[config.mk]
export PLATFORM = sky130hd
export DESIGN_NAME = mul_div_sequencer
export DESIGN_NICKNAME = d
export VERILOG_FILES = /design/src/rtl/mul_div_sequencer_pkg.sv /design/src/rtl/mul_div_step.sv /design/src/rtl/mul_div_sequencer.sv
export SDC_FILE = /design/constraint.sdc
export NUM_CORES = 1
export LEC_CHECK = 0
export BUFFER_PORTS_ARGS = -buffer_cell sky130_fd_sc_hd__buf_4
export CORE_MARGIN = 2
export CORE_UTILIZATION = 46
export CTS_CLUSTER_DIAMETER = 30
export DETAILED_ROUTE_END_ITERATION = 6
export GPL_TIMING_DRIVEN = 0
export PLACE_DENSITY = 0.64
export SETUP_SLACK_MARGIN = 0.5
export SKIP_LAST_GASP = 1
export SYNTH_ARGS = -nofsm -noshare
export SYNTH_HDL_FRONTEND = slang
export SYNTH_SLANG_ARGS = --single-unit
[constraint.sdc]
create_clock -name clk -period 4 [get_ports clk]
set_clock_uncertainty 0.2 [all_clocks]
set_input_delay 0.4 -clock clk [delete_from_list [all_inputs] [get_ports clk]]
set_output_delay 0.4 -clock clk [all_outputs]
set_load 0.01 [all_outputs]
[src/rtl/mul_div_sequencer_pkg.sv]
// -----------------------------------------------------------------------------
// mul_div_sequencer_pkg
// Shared definitions for the multi-cycle multiply/divide sequencer:
//   - ALU control codes decoded by the execute stage (4 bits)
//   - sequencer FSM state encoding
//   - helper that tells whether an ALU code belongs to this block
// No ports; imported by mul_div_step and mul_div_sequencer.
// -----------------------------------------------------------------------------
package mul_div_sequencer_pkg;

   localparam logic [3:0] ALU_NOP = 4'b0000;
   localparam logic [3:0] ALU_ADD = 4'b0001;
   localparam logic [3:0] ALU_SUB = 4'b0010;
   localparam logic [3:0] ALU_MUL = 4'b0011;
   localparam logic [3:0] ALU_DIV = 4'b0100;
   localparam logic [3:0] ALU_AND = 4'b0101;
   localparam logic [3:0] ALU_OR  = 4'b0110;
   localparam logic [3:0] ALU_NOR = 4'b0111;
   localparam logic [3:0] ALU_SLT = 4'b1000;
   localparam logic [3:0] ALU_XOR = 4'b1001;

   typedef enum logic [1:0] {
      SEQ_IDLE = 2'b00,
      SEQ_MUL  = 2'b01,
      SEQ_DIV  = 2'b10,
      SEQ_FIN  = 2'b11
   } seqState_t;

   // True for the ALU codes that this sequencer executes.
   function automatic logic isSeqOp(input logic [3:0] aluSel);
      return (aluSel == ALU_MUL) || (aluSel == ALU_DIV);
   endfunction

endpackage

[src/rtl/mul_div_step.sv]
// -----------------------------------------------------------------------------
// mul_div_step
// Combinational single-iteration datapath shared by multiply and divide.
//   divMode  in   1        0 = shift-add multiply step, 1 = restoring divide step
//   accIn    in   WIDTH+1  accumulator (multiply) / partial remainder (divide)
//   opAIn    in   WIDTH    multiplicand (multiply) / dividend-quotient shifter (divide)
//   opBIn    in   WIDTH    multiplier (multiply) / divisor (divide)
//   accOut   out  WIDTH+1  next accumulator / remainder
//   opAOut   out  WIDTH    next multiplicand / dividend-quotient shifter
//   opBOut   out  WIDTH    next multiplier / divisor
// In divide mode opA carries the unconsumed dividend bits in its upper end and
// collects quotient bits at its LSB, so after WIDTH steps it holds the quotient.
// -----------------------------------------------------------------------------
module mul_div_step
   import mul_div_sequencer_pkg::*;
#(
   parameter int WIDTH = 32
) (
   input  logic             divMode,
   input  logic [WIDTH:0]   accIn,
   input  logic [WIDTH-1:0] opAIn,
   input  logic [WIDTH-1:0] opBIn,
   output logic [WIDTH:0]   accOut,
   output logic [WIDTH-1:0] opAOut,
   output logic [WIDTH-1:0] opBOut
);

   logic [WIDTH:0]   shiftedRem_s;
   logic [WIDTH+1:0] trial_s;
   logic             canSub_s;
   logic [WIDTH-1:0] addend_s;
   logic [WIDTH-1:0] mulSum_s;

   // One multiply or divide iteration.
   always_comb begin
      // Divide: bring the next dividend bit into the remainder and try subtracting.
      shiftedRem_s = {accIn[WIDTH-1:0], opAIn[WIDTH-1]};
      trial_s      = {1'b0, shiftedRem_s} - {2'b00, opBIn};
      // A set top remainder bit means the shifted value already exceeds any divisor.
      canSub_s     = accIn[WIDTH] | ~trial_s[WIDTH+1];

      // Multiply: add the multiplicand when the current multiplier bit is set;
      // the sum is kept modulo 2^WIDTH.
      addend_s = opBIn[0] ? opAIn : {WIDTH{1'b0}};
      mulSum_s = accIn[WIDTH-1:0] + addend_s;

      accOut = {(WIDTH+1){1'b0}};
      opAOut = {WIDTH{1'b0}};
      opBOut = {WIDTH{1'b0}};

      if (divMode) begin
         opBOut = opBIn;
         if (canSub_s) begin
            accOut = trial_s[WIDTH:0];
            opAOut = {opAIn[WIDTH-2:0], 1'b1};
         end else begin
            accOut = shiftedRem_s;
            opAOut = {opAIn[WIDTH-2:0], 1'b0};
         end
      end else begin
         accOut = {1'b0, mulSum_s};
         opAOut = {opAIn[WIDTH-2:0], 1'b0};
         opBOut = {1'b0, opBIn[WIDTH-1:1]};
      end
   end

endmodule

[src/rtl/mul_div_sequencer.sv]
// -----------------------------------------------------------------------------
// mul_div_sequencer
// Multi-cycle sequencer for the PRODUCT and DIVISION ALU operations. Accepts a
// request from the execute stage, iterates WIDTH shift-add / restoring-divide
// steps while stalling the pipeline, then presents a registered result with a
// one-cycle done pulse.
//   clk          in   1      rising-edge clock
//   rst          in   1      synchronous active-high reset
//   start        in   1      execute stage requests an operation
//   ALUsel       in   4      ALU control code (ALU_MUL / ALU_DIV handled here)
//   a            in   WIDTH  multiplicand / dividend (unsigned)
//   b            in   WIDTH  multiplier / divisor (unsigned)
//   stall        out  1      freeze upstream stages (combinational)
//   busy         out  1      iteration in progress (registered)
//   done         out  1      one-cycle result-valid pulse (registered)
//   result       out  WIDTH  product low bits or quotient, held between ops
//   div_by_zero  out  1      last divide had b == 0
// -----------------------------------------------------------------------------
module mul_div_sequencer
   import mul_div_sequencer_pkg::*;
#(
   parameter int WIDTH = 32
) (
   input  logic             clk,
   input  logic             rst,
   input  logic             start,
   input  logic [3:0]       ALUsel,
   input  logic [WIDTH-1:0] a,
   input  logic [WIDTH-1:0] b,
   output logic             stall,
   output logic             busy,
   output logic             done,
   output logic [WIDTH-1:0] result,
   output logic             div_by_zero
);

   localparam int                CNT_W    = $clog2(WIDTH + 1);
   localparam logic [CNT_W-1:0] CNT_LAST = CNT_W'(WIDTH - 1);
   localparam logic [CNT_W-1:0] CNT_ONE  = CNT_W'(1);

   seqState_t        state_r,     nextState_s;
   logic [WIDTH:0]   accum_r,     accumNext_s;
   logic [WIDTH-1:0] opA_r,       opANext_s;
   logic [WIDTH-1:0] opB_r,       opBNext_s;
   logic [CNT_W-1:0] count_r,     countNext_s;
   logic             busy_r,      busyNext_s;
   logic             done_r,      doneNext_s;
   logic [WIDTH-1:0] result_r,    resultNext_s;
   logic             divByZero_r, divByZeroNext_s;

   logic             stepDiv_s;
   logic [WIDTH:0]   stepAcc_s;
   logic [WIDTH-1:0] stepOpA_s;
   logic [WIDTH-1:0] stepOpB_s;
   logic             accept_s;

   mul_div_step #(
      .WIDTH (WIDTH)
   ) u_step (
      .divMode (stepDiv_s),
      .accIn   (accum_r),
      .opAIn   (opA_r),
      .opBIn   (opB_r),
      .accOut  (stepAcc_s),
      .opAOut  (stepOpA_s),
      .opBOut  (stepOpB_s)
   );

   // Request acceptance, stall and datapath mode decode.
   always_comb begin
      accept_s  = (state_r == SEQ_IDLE) && start && isSeqOp(ALUsel);
      // busy_r is low in FIN, so the pipeline moves on in the done cycle.
      stall     = busy_r | accept_s;
      stepDiv_s = (state_r == SEQ_DIV);
   end

   // Next-state and next-register logic for the sequencer FSM.
   always_comb begin
      nextState_s     = state_r;
      accumNext_s     = accum_r;
      opANext_s       = opA_r;
      opBNext_s       = opB_r;
      countNext_s     = count_r;
      busyNext_s      = busy_r;
      doneNext_s      = 1'b0;
      resultNext_s    = result_r;
      divByZeroNext_s = divByZero_r;

      case (state_r)
         SEQ_IDLE: begin
            if (accept_s) begin
               accumNext_s     = {(WIDTH+1){1'b0}};
               opANext_s       = a;
               opBNext_s       = b;
               countNext_s     = {CNT_W{1'b0}};
               divByZeroNext_s = 1'b0;
               if (ALUsel == ALU_MUL) begin
                  nextState_s = SEQ_MUL;
                  busyNext_s  = 1'b1;
               end else if (b == {WIDTH{1'b0}}) begin
                  // Divide by zero skips iteration and completes next cycle.
                  nextState_s     = SEQ_FIN;
                  doneNext_s      = 1'b1;
                  resultNext_s    = {WIDTH{1'b1}};
                  divByZeroNext_s = 1'b1;
               end else begin
                  nextState_s = SEQ_DIV;
                  busyNext_s  = 1'b1;
               end
            end else begin
               nextState_s = SEQ_IDLE;
            end
         end

         SEQ_MUL, SEQ_DIV: begin
            accumNext_s = stepAcc_s;
            opANext_s   = stepOpA_s;
            opBNext_s   = stepOpB_s;
            countNext_s = count_r + CNT_ONE;
            if (count_r == CNT_LAST) begin
               // Last iteration: capture the result so it is valid with done.
               nextState_s = SEQ_FIN;
               busyNext_s  = 1'b0;
               doneNext_s  = 1'b1;
               if (state_r == SEQ_DIV) begin
                  resultNext_s = stepOpA_s;
               end else begin
                  resultNext_s = stepAcc_s[WIDTH-1:0];
               end
            end else begin
               nextState_s = state_r;
            end
         end

         SEQ_FIN: begin
            nextState_s = SEQ_IDLE;
         end

         default: begin
            nextState_s = SEQ_IDLE;
            busyNext_s  = 1'b0;
         end
      endcase
   end

   // State and datapath registers with synchronous reset.
   always_ff @(posedge clk) begin
      if (rst) begin
         state_r     <= SEQ_IDLE;
         accum_r     <= {(WIDTH+1){1'b0}};
         opA_r       <= {WIDTH{1'b0}};
         opB_r       <= {WIDTH{1'b0}};
         count_r     <= {CNT_W{1'b0}};
         busy_r      <= 1'b0;
         done_r      <= 1'b0;
         result_r    <= {WIDTH{1'b0}};
         divByZero_r <= 1'b0;
      end else begin
         state_r     <= nextState_s;
         accum_r     <= accumNext_s;
         opA_r       <= opANext_s;
         opB_r       <= opBNext_s;
         count_r     <= countNext_s;
         busy_r      <= busyNext_s;
         done_r      <= doneNext_s;
         result_r    <= resultNext_s;
         divByZero_r <= divByZeroNext_s;
      end
   end

   assign busy        = busy_r;
   assign done        = done_r;
   assign result      = result_r;
   assign div_by_zero = divByZero_r;

endmodule

==> impl_metrics.json, run 1 <==
{
  "status": "finished, final reports clean",
  "rsz0062_at_grt": "true",
  "syn_avg_cell_area_sq_um": 8.06,
  "fin_nets": 1558,
  "cts_tree": "built",
  "slew_headroom_pct": 33.7,
  "clock-root-buffer": "clkbuf_16",
  "via_per_inst": 6.05,
  "diodes": 0,
  "synth_top_area_share_pct": 27.1,
  "cp_max_fo": 7,
  "crit_chain": "buf_8 -> buf_4 -> and2_1 -> ha_1 -> inv_1 -> nor3_4 -> nand3_1 -> a2111oi_2 -> nor3_1 -> o21bai_1 -> xor2_1 -> nor3_1 -> a2111oi_2",
  "pre_cts_ws_ns": -0.300,
  "ys.flop_type": "dfxtp_1",
  "overflow": 0,
  "finalWorstSetupSlack_ns": 0.523,
  "cp_num_buf_inv": 3,
  "drive_gt1_share_pct": 17.2,
  "critPathKind": "reg -> reg",
  "wl_per_cell_microns": 21.0,
  "final_util_pct": 56.4,
  "fp.dieH_microns": 154,
  "netlist_area_sq_um": 10300,
  "critPathSlowestCell": "a2111oi_2",
  "htreeDepth": 4,
  "min_path_type": "in -> reg",
  "grt_max_degree": 17,
  "rows": 54,
  "wl_mm": 35.8,
  "drt-initial-drc-count": 745,
  "grtUsageMet3_pct": 5.83,
  "clock_latency_ns": 0.45,
  "timing.max_cap.violations": 0,
  "async_flop_share_pct": 0,
  "cts.sinks": 140,
  "ir_drop_uv": 457,
  "finalCritPeriodShare_pct": 86.9,
  "yosys_warnings": 0,
  "clock.fmax_ghz": 0.288,
  "drc": 0,
  "cts_buffers": 17,
  "grt_pass1_wl_mm": 54.6,
  "cts_max_path_buffers": 2,
  "grt_util_all_layers_pct": 29.8,
  "path_clk_slew_ns": 0.06,
  "cp-end-kind": "flip-flop",
  "ant_nets": 0,
  "critPathArrivalTime_ns": 3.61,
  "dieArea_sq_um": 23700,
  "synth.area.top_cells": "dfxtp_1 (27%), ha_1 (8.2%), mux2i_1 (7.0%), a211oi_1 (6.2%), nor2_1 (5.2%)",
  "antenna_found_initial": 0,
  "hold_viol": 0,
  "p_leak_nw": 4.95,
  "r2r_setup_slack_ns": 0.52,
  "grt_pass1_vias": 9946,
  "crit_family": "compound AO/OA/AOI/OAI gates",
  "holdBufCountCts": 0,
  "ys_seq_area_share_pct": 27.1,
  "area_growth_pct": 19.8,
  "setup_violations": 0,
  "coreArea_sq_um": 22000,
  "synth_seq_cells": 140,
  "met2_usage_pct": 49.5,
  "powerDensity_nw_per_um2": 597,
  "dp_hpwl_mm": 27.5,
  "critPathLaunchType": "flip-flop",
  "vias": 10300,
  "syn-instance-count": 1283,
  "period_needed_ns": 3.48,
  "synth_edf_count": 0,
  "slowest_delay_ns": 0.40,
  "gr-usage-met1_pct": 38.1,
  "grt_busiest_layer": "met2",
  "tightest_slew_ns": 0.995,
  "cp.required_ns": 4.14,
  "mostFrequentLayoutCell": "nor2_1",
  "numPortBuffers": 105,
  "place.gp.congestion": 0.974,
  "ys_types": 85,
  "die_x_microns": 154,
  "io_pins": 107,
  "start_util_pct": 47.1,
  "final_cell_mix": "nor2_1 (142), dfxtp_1 (139), buf_4 (119), nand2_1 (102), a21oi_1 (85)",
  "syn_nets": 1424,
  "synth_top_area_cell": "dfxtp_1",
  "drv_slew": 0,
  "drt_pass1_iterations": 5
}
[cell type report]
| type | count | area [sq um] |
|---|---|---|
| well taps | 280 | 350 |
| repair buffers | 115 | 867 |
| clock inverters | 11 | 166 |
| multi-input cells | 1011 | 7130 |
| fillers | 2093 | 9580 |
| inverters | 52 | 195 |
| clock buffers | 20 | 467 |
| flip-flops and latches | 140 | 2810 |
| plain buffers | 80 | 395 |
[synth_stat cells, types with 11 or more instances]
cell and number:
mux2i_1 72, ha_1 68, nor3_1 25, a21oi_1 87, dfxtp_1 140, nor2_1 143, buf_2 18, clkbuf_1 44
a211oi_1 85, o211ai_1 15, nand2_1 102, nor4_1 11, and2_1 39, a21o_1 26, o21ai_1 23, xor2_1 26
inv_1 52, xnor2_1 32, o21ai_0 46, nand3_1 16, nand4_1 12
[where the power goes]
group	total (mW)	leakage [nW]	internal, mW	switching [mW]
Combinational	3.90	3.51	1.55	2.35
Sequential	1.72	1.13	1.57	0.159
Clock	1.78	0.304	1.09	0.689
Total	7.40	4.95	4.20	3.20
[worst min-delay path, stage by stage]
cell       delay (ns)
buf_4            0.09
a2bb2oi_1        0.05
nor2_1           0.11
[metal layers]
metal	wire length [microns]	up-vias
li1	-	4965
met1	15500	4895
met2	16500	385
met3	2410	95
met4	1410	0
met5	0	-
[final timing paths]
check,end,startpoint,cells after the start
max,result[29],opB_r[0],13
min,opB_r[31],b[31],3
max reg2reg,result[29],opB_r[0],13
min reg2reg,div_by_zero,div_by_zero,2
[stage by stage]
step	std cells	power, mW	hold WS [ns]	TNS (ns)	cell area [sq um]
after floorplan	1283	4.51	0.242	0	10300
after global placement	1668	5.53	0.246	-1.95	11500
after detailed placement	1668	5.55	0.260	-1.93	11500
after CTS	1704	7.33	0.0541	0	12200
after global routing	1709	7.80	0.0744	0	12400
final	1709	7.40	0.0460	0	12400
[logic make-up after synthesis]
logic type	share of synthesized area (%)
adder cells (fa/ha/maj)	8.62
flip-flops	27.1
multiplexers	7.95
AO/OA/AOI/OAI	28.1
XOR/XNOR	4.91
AND/OR/NAND/NOR	17.9
buffers and inverters	5.48
[repair_timing]
item | CTS | global route
setup endpoints to repair | 40 | 19
pin swaps | 5 | 15
resized for setup | 16 | 32
buffers inserted | 5 | 5
gates cloned | 0 | 0
[flip-flops by register name, indices dropped and copies added, names as in the netlist]
signal and flops:
accum_r 33, busy 1, count_r 6, div_by_zero 1
done 1, opA_r 32, opB_r 32, result 32
state_r 2
(Power assumes the default switching activity.)
==> run 2, diff against run 1 <==
--- a/config.mk
+++ b/config.mk
@@ -5,13 +5,13 @@
 export SDC_FILE = /design/constraint.sdc
 export NUM_CORES = 1
 export LEC_CHECK = 0
-export BUFFER_PORTS_ARGS = -buffer_cell sky130_fd_sc_hd__buf_4
-export CORE_MARGIN = 2
+export BUFFER_PORTS_ARGS = -buffer_cell sky130_fd_sc_hd__buf_2
 export CORE_UTILIZATION = 46
 export CTS_CLUSTER_DIAMETER = 30
 export DETAILED_ROUTE_END_ITERATION = 6
 export GPL_TIMING_DRIVEN = 0
 export PLACE_DENSITY = 0.64
+export RECOVER_POWER = 50
 export SETUP_SLACK_MARGIN = 0.5
 export SKIP_LAST_GASP = 1
 export SYNTH_ARGS = -nofsm -noshare
==> run 2 against run 1 <==
Against the previous run: global-route usage grew 0.89 points; critical path depth shrank 3; hold slack about the same; core utilization is 1.4 points lower; sequential power about the same; register-to-register slack lost 0.11 ns; non-clock buffer count is 2 higher; fmax down 3.0%; die area is 2.6% lower; the run now ends with DRC left; flip-flop and latch count did not move; clock-buffer cell count increased by 3; combinational power barely moved.
==> impl_metrics.json, run 2 (synthesis results as in run 1) <==
{
  "status": "finished with violations",
  "violations": "DRC",
  "cp-end-kind": "flip-flop",
  "drt-initial-drc-count": 769,
  "nFillCells": 2161,
  "tightest_slew_ns": 1.01,
  "path_clk_slew_ns": 0.07,
  "place.gp.congestion": 0.936,
  "die_x_microns": 152,
  "antenna_found_initial": 0,
  "largest_reg_flops": 33,
  "hold_viol": 0,
  "min_path_type": "in -> reg",
  "coreArea_sq_um": 22000,
  "cts.sinks": 140,
  "critPathSlowestCell": "o21ai_2",
  "final_cell_mix": "nor2_1 (143), dfxtp_1 (139), nand2_1 (102), a21oi_1 (87), clkbuf_1 (86)",
  "crit_chain": "inv_1 -> ha_1 -> clkbuf_1 -> inv_1 -> o21ai_2 -> nand2_1 -> nor2_1 -> nand2_1 -> a211oi_1 -> a221o_1",
  "timing.max_cap.violations": 0,
  "dp_cells": 1668,
  "ff2ff_path_depth": 10,
  "final_util_pct": 55.0,
  "clock-root-buffer": "clkbuf_16",
  "r2r-start": "state_r[1]",
  "routed-wl-met2_mm": 16.3,
  "dp_hpwl_mm": 27.3,
  "critPathKind": "reg -> reg",
  "rr_endpoint": "accum_r[29]",
  "wl_met1_mm": 15.4,
  "rsz0062_at_grt": "true",
  "period_needed_ns": 3.58,
  "crit_family": "simple AND/OR/NAND/NOR gates",
  "start_util_pct": 47.1,
  "finalCritPeriodShare_pct": 89.6,
  "grt_max_degree": 17,
  "crit_cells": 10,
  "clock_latency_ns": 0.43,
  "drive_gt1_share_pct": 14.0,
  "cp_num_buf_inv": 3,
  "finalWorstSetupSlack_ns": 0.416,
  "grt_pass1_wl_mm": 54.9,
  "rows": 54,
  "fp.dieH_microns": 152,
  "critPathLaunchType": "flip-flop",
  "dieArea_sq_um": 23100,
  "grt_util_all_layers_pct": 30.7,
  "drc": 8,
  "p_leak_nw": 4.75,
  "htreeDepth": 4,
  "worstSetupStartpoint": "state_r[1]",
  "drv_slew": 0,
  "fin_nets": 1560,
  "ant_nets": 0,
  "cp_max_fo": 10,
  "pre_cts_ws_ns": -0.175,
  "critPathArrivalTime_ns": 3.76,
  "holdBufCountCts": 0,
  "topRoutingLayerUsed": "met4",
  "io_pins": 107,
  "wl_mm": 35.6,
  "ir_drop_uv": 375,
  "grt_pass1_vias": 9909,
  "slew_headroom_pct": 32.6,
  "crit_end": "accum_r[29]",
  "wl_per_cell_microns": 20.8,
  "regMostFlops": "accum_r",
  "powerDensity_nw_per_um2": 620,
  "setup_violations": 0,
  "cts_tree": "built",
  "cts_max_path_buffers": 2,
  "cts_buffers": 17,
  "area_growth_pct": 16.7,
  "vias": 10300,
  "fin_cells": 1712,
  "r2r_setup_slack_ns": 0.42,
  "mostFrequentLayoutCell": "nor2_1",
  "numPortBuffers": 105,
  "overflow": 0,
  "slowest_delay_ns": 0.45,
  "met3_length_mm": 2.57,
  "cp.required_ns": 4.18,
  "clock.fmax_ghz": 0.279,
  "drt_pass1_iterations": 7,
  "diodes": 0,
  "via_per_inst": 6.02
}
==> run 2: cell types whose count changed in the layout (fill, tap and decap cells not counted), sizes merged <==
cell / before / now
clkbuf: 63 / 110
buf: 152 / 110
clkinvlp: 3 / 0
bufinv: 4 / 5
clkinv: 4 / 3
inv: 52 / 53
==> run 2: repair_timing <==
action / 4_1_cts / 5_1_grt
gates resized for setup: 15 / 28
buffers inserted: 3 / 8
pin swaps: 5 / 12
endpoints found under the setup margin: 33 / 35
cloned: 0 / 1
==> run 2: report_power, final <==
| part | switching [mW] | total (mW) | leakage, nW | internal (mW) |
|---|---|---|---|---|
| combinational | 2.38 | 3.92 | 3.29 | 1.53 |
| sequential | 0.162 | 1.73 | 1.13 | 1.57 |
| clock | 0.661 | 1.84 | 0.328 | 1.18 |
==> run 2: worst register-to-register path, cell delays in order (launching register included) <==
cell and delay [ns]:
dfxtp_1 0.38, inv_1 0.06, ha_1 0.26, clkbuf_1 0.42
inv_1 0.29, o21ai_2 0.45, nand2_1 0.29, nor2_1 0.42
nand2_1 0.28, a211oi_1 0.32, a221o_1 0.15
==> run 2: worst min-delay path by stage <==
stage                      startpoint          end  slack (ns)  cells after the start
after floorplan           accum_r[32]  accum_r[32]        0.24                      2
after global placement    div_by_zero  div_by_zero        0.24                      2
after detailed placement  div_by_zero  div_by_zero        0.25                      2
after CTS                       b[31]    opB_r[31]        0.04                      3
after global routing            b[31]    opB_r[31]        0.07                      3
final                           b[31]    opB_r[31]        0.05                      3
==> run 2: layout make-up <==
cell class | instances | area [sq um] | share of cell area [%]
Buffer | 80 | 399 | 3.31
Clock buffer | 23 | 488 | 4.04
Clock inverter | 9 | 181 | 1.50
Inverter | 52 | 195 | 1.62
Multi-Input combinational cell | 1011 | 7080 | 58.6
Sequential cell | 140 | 2810 | 23.3
Tap cell | 280 | 350 | 2.90
Timing Repair Buffer | 117 | 574 | 4.76
==> run 2: layer usage <==
metal  track usage [%]  up-vias
li1                  -     4952
met3              6.13       80
met5                 0        -
met1              39.4     4890
met2              50.7      377
met4              11.9        0
==> run 2: metrics by stage <==
stage | cell area (sq um) | TNS (ns) | hold slack [ns] | total power, mW
after global placement | 11200 | -0.836 | 0.244 | 5.49
after global routing | 12100 | 0 | 0.0731 | 7.90
after detailed placement | 11200 | -0.619 | 0.252 | 5.51
final | 12100 | 0 | 0.0457 | 7.49
after CTS | 12000 | 0 | 0.0413 | 7.39
after floorplan | 10300 | 0 | 0.242 | 4.51
==> run 3, diff against run 2 <==
--- a/config.mk
+++ b/config.mk
@@ -5,12 +5,12 @@
 export SDC_FILE = /design/constraint.sdc
 export NUM_CORES = 1
 export LEC_CHECK = 0
-export BUFFER_PORTS_ARGS = -buffer_cell sky130_fd_sc_hd__buf_2
 export CORE_UTILIZATION = 46
 export CTS_CLUSTER_DIAMETER = 30
 export DETAILED_ROUTE_END_ITERATION = 6
+export DONT_BUFFER_PORTS = 1
 export GPL_TIMING_DRIVEN = 0
-export PLACE_DENSITY = 0.64
+export PLACE_DENSITY = 0.6
 export RECOVER_POWER = 50
 export SETUP_SLACK_MARGIN = 0.5
 export SKIP_LAST_GASP = 1
==> run 3 against run 2 <==
Against the previous run: the run still ends with DRC left; via count decreased by 3.1%; sequential share of layout area increased by 0.34 points; global-route usage about the same; hold slack got worse by 0.046 ns; largest cell class unchanged.
==> impl_metrics.json, run 3 (synthesis results as in run 1) <==
{
  "status": "finished with violations",
  "violations": "DRC",
  "rsz0062_at_grt": "true",
  "cp-end-kind": "flip-flop",
  "finalCritPeriodShare_pct": 88.7,
  "io_pins": 107,
  "diodes": 0,
  "wl_per_cell_microns": 21.8,
  "multi_input_area_sq_um": 7130,
  "rr_endpoint": "accum_r[29]",
  "critPathKind": "reg -> reg",
  "whs_path_depth": 2,
  "rows": 54,
  "cts.sinks": 140,
  "cp.required_ns": 4.18,
  "fp.dieH_microns": 152,
  "drive_gt1_share_pct": 10.0,
  "area_growth_pct": 15.1,
  "numPortBuffers": 0,
  "power_mw": 7.44,
  "final_cell_mix": "nor2_1 (143), dfxtp_1 (139), nand2_1 (101), a21oi_1 (87), a211oi_1 (84)",
  "drt_pass1_iterations": 7,
  "r2r-start": "state_r[0]",
  "dp_hpwl_mm": 27.0,
  "min_path_type": "in -> reg",
  "dp_cells": 1563,
  "slew_headroom_pct": 31.6,
  "vias": 9979,
  "clock_latency_ns": 0.44,
  "p_sw_share_pct": 43.0,
  "ff2ff_path_depth": 10,
  "wl_mm": 35.6,
  "largest_reg_flops": 33,
  "comb_power_share_pct": 51.9,
  "clock-root-buffer": "clkbuf_16",
  "setup_violations": 0,
  "cts_max_path_buffers": 2,
  "period_needed_ns": 3.55,
  "overflow": 0,
  "critPathArrivalTime_ns": 3.73,
  "worstHoldStart": "b[13]",
  "grt_max_degree": 17,
  "path_clk_slew_ns": 0.07,
  "regMostFlops": "accum_r",
  "timing.max_cap.violations": 0,
  "powerDensity_nw_per_um2": 626,
  "start_util_pct": 47.1,
  "drc": 6,
  "p_sw_mw": 3.20,
  "grt_pass1_wl_mm": 54.6,
  "drv_slew": 0,
  "antenna_found_initial": 0,
  "ir_drop_uv": 334,
  "grt_pass1_vias": 9520,
  "r2r_setup_slack_ns": 0.45,
  "via_per_inst": 6.11,
  "ant_nets": 0,
  "place_area_sq_um": 10700,
  "min_to": "opB_r[13]",
  "final_util_pct": 54.2,
  "tightest_slew_ns": 1.03,
  "cp_max_fo": 10,
  "cts_buffers": 17,
  "p_int_mw": 4.24,
  "p_leak_nw": 4.54,
  "ff_latch_area_sq_um": 2810,
  "nFillCells": 2126,
  "fin_nets": 1482,
  "critPathLaunchType": "flip-flop",
  "pre_cts_ws_ns": -0.0946,
  "mostFrequentLayoutCell": "nor2_1",
  "place.gp.congestion": 0.961,
  "die_x_microns": 152,
  "drt-initial-drc-count": 770,
  "fin_cells": 1634,
  "postLayoutCellArea_sq_um": 11900,
  "cts_tree": "built",
  "hold_viol": 0,
  "grt_util_all_layers_pct": 30.7,
  "clockPowerShare_pct": 24.7,
  "finalWorstSetupSlack_ns": 0.450,
  "htreeDepth": 4,
  "coreArea_sq_um": 22000,
  "seqPwrFrac_pct": 23.4,
  "dieArea_sq_um": 23100,
  "clock.fmax_ghz": 0.282
}
run 3: cell types whose count changed in the layout (fill, tap and decap cells not counted), sizes merged:
cell         previous run  this run
buf                   110        43
clkinv                  3         2
clkbuf                110        72
dlygate4sd3             0        27
inv                    53        54
run 3: worst max-delay path: stages, from the launching register on:
cell,delay [ns]
dfxtp_1,0.36
inv_1,0.07
ha_1,0.27
clkbuf_1,0.41
inv_1,0.30
o21ai_2,0.45
nand2_1,0.26
nor2_1,0.40
nand2_1,0.26
a211oi_1,0.34
a221o_1,0.15
run 3: metrics by stage:
step	hold slack, ns	TNS, ns
floorplan	0.242	0
global placement	0.263	-0.308
detailed placement	0.269	-0.241
CTS	0.000507	0
global route	0.00126	0
finish	0.000156	0
run 3: what timing repair did:
| item | in CTS | in global routing |
|---|---|---|
| hold buffers | 26 | 1 |
| endpoints found under the hold margin | 26 | 1 |
| gates cloned | 0 | 0 |
| setup buffers | 3 | 9 |
| setup endpoints to repair | 31 | 38 |
| gates resized for setup | 19 | 32 |
| pin swaps | 6 | 14 |
run 3: layer usage:
| layer | routed length (microns) | vias up | GRT usage, % | share of wire (%) |
|---|---|---|---|---|
| met5 | 0 | - | 0 | 0 |
| met4 | 860 | 0 | 8.84 | 2.4 |
| met3 | 2590 | 67 | 6.10 | 7.3 |
| met1 | 15300 | 4761 | 39.1 | 43 |
| li1 | - | 4799 | - | - |
| met2 | 16800 | 352 | 52.5 | 47 |
run 3: power by group through the flow:
stage | registers, mW | logic, mW | clock network (mW)
floorplan | 1.70 | 2.81 | 0
global placement | 1.76 | 3.69 | 0
detailed placement | 1.77 | 3.71 | 0
CTS | 1.74 | 3.77 | 1.86
global route | 1.76 | 4.18 | 1.91
finish | 1.74 | 3.86 | 1.84
run 3: area by class of cell:
| type | count | share of cell area (%) |
|---|---|---|
| buffer | 80 | 3.32 |
| timing repair buffer | 39 | 3.01 |
| sequential | 140 | 23.6 |
| clock inverter | 9 | 1.53 |
| inverter | 52 | 1.64 |
| tap | 280 | 2.95 |
| multi-input combinational | 1011 | 59.9 |
| clock buffer | 23 | 4.02 |
run 3: how the worst max path moves through the flow:
stage	start	endpoint	cells past startpoint
floorplan	opB_r[0]	accum_r[22]	14
CTS	opB_r[0]	accum_r[28]	13
detailed placement	opB_r[0]	result[30]	14
finish	state_r[0]	accum_r[29]	10
global placement	opB_r[0]	result[30]	14
global route	state_r[0]	opA_r[20]	9
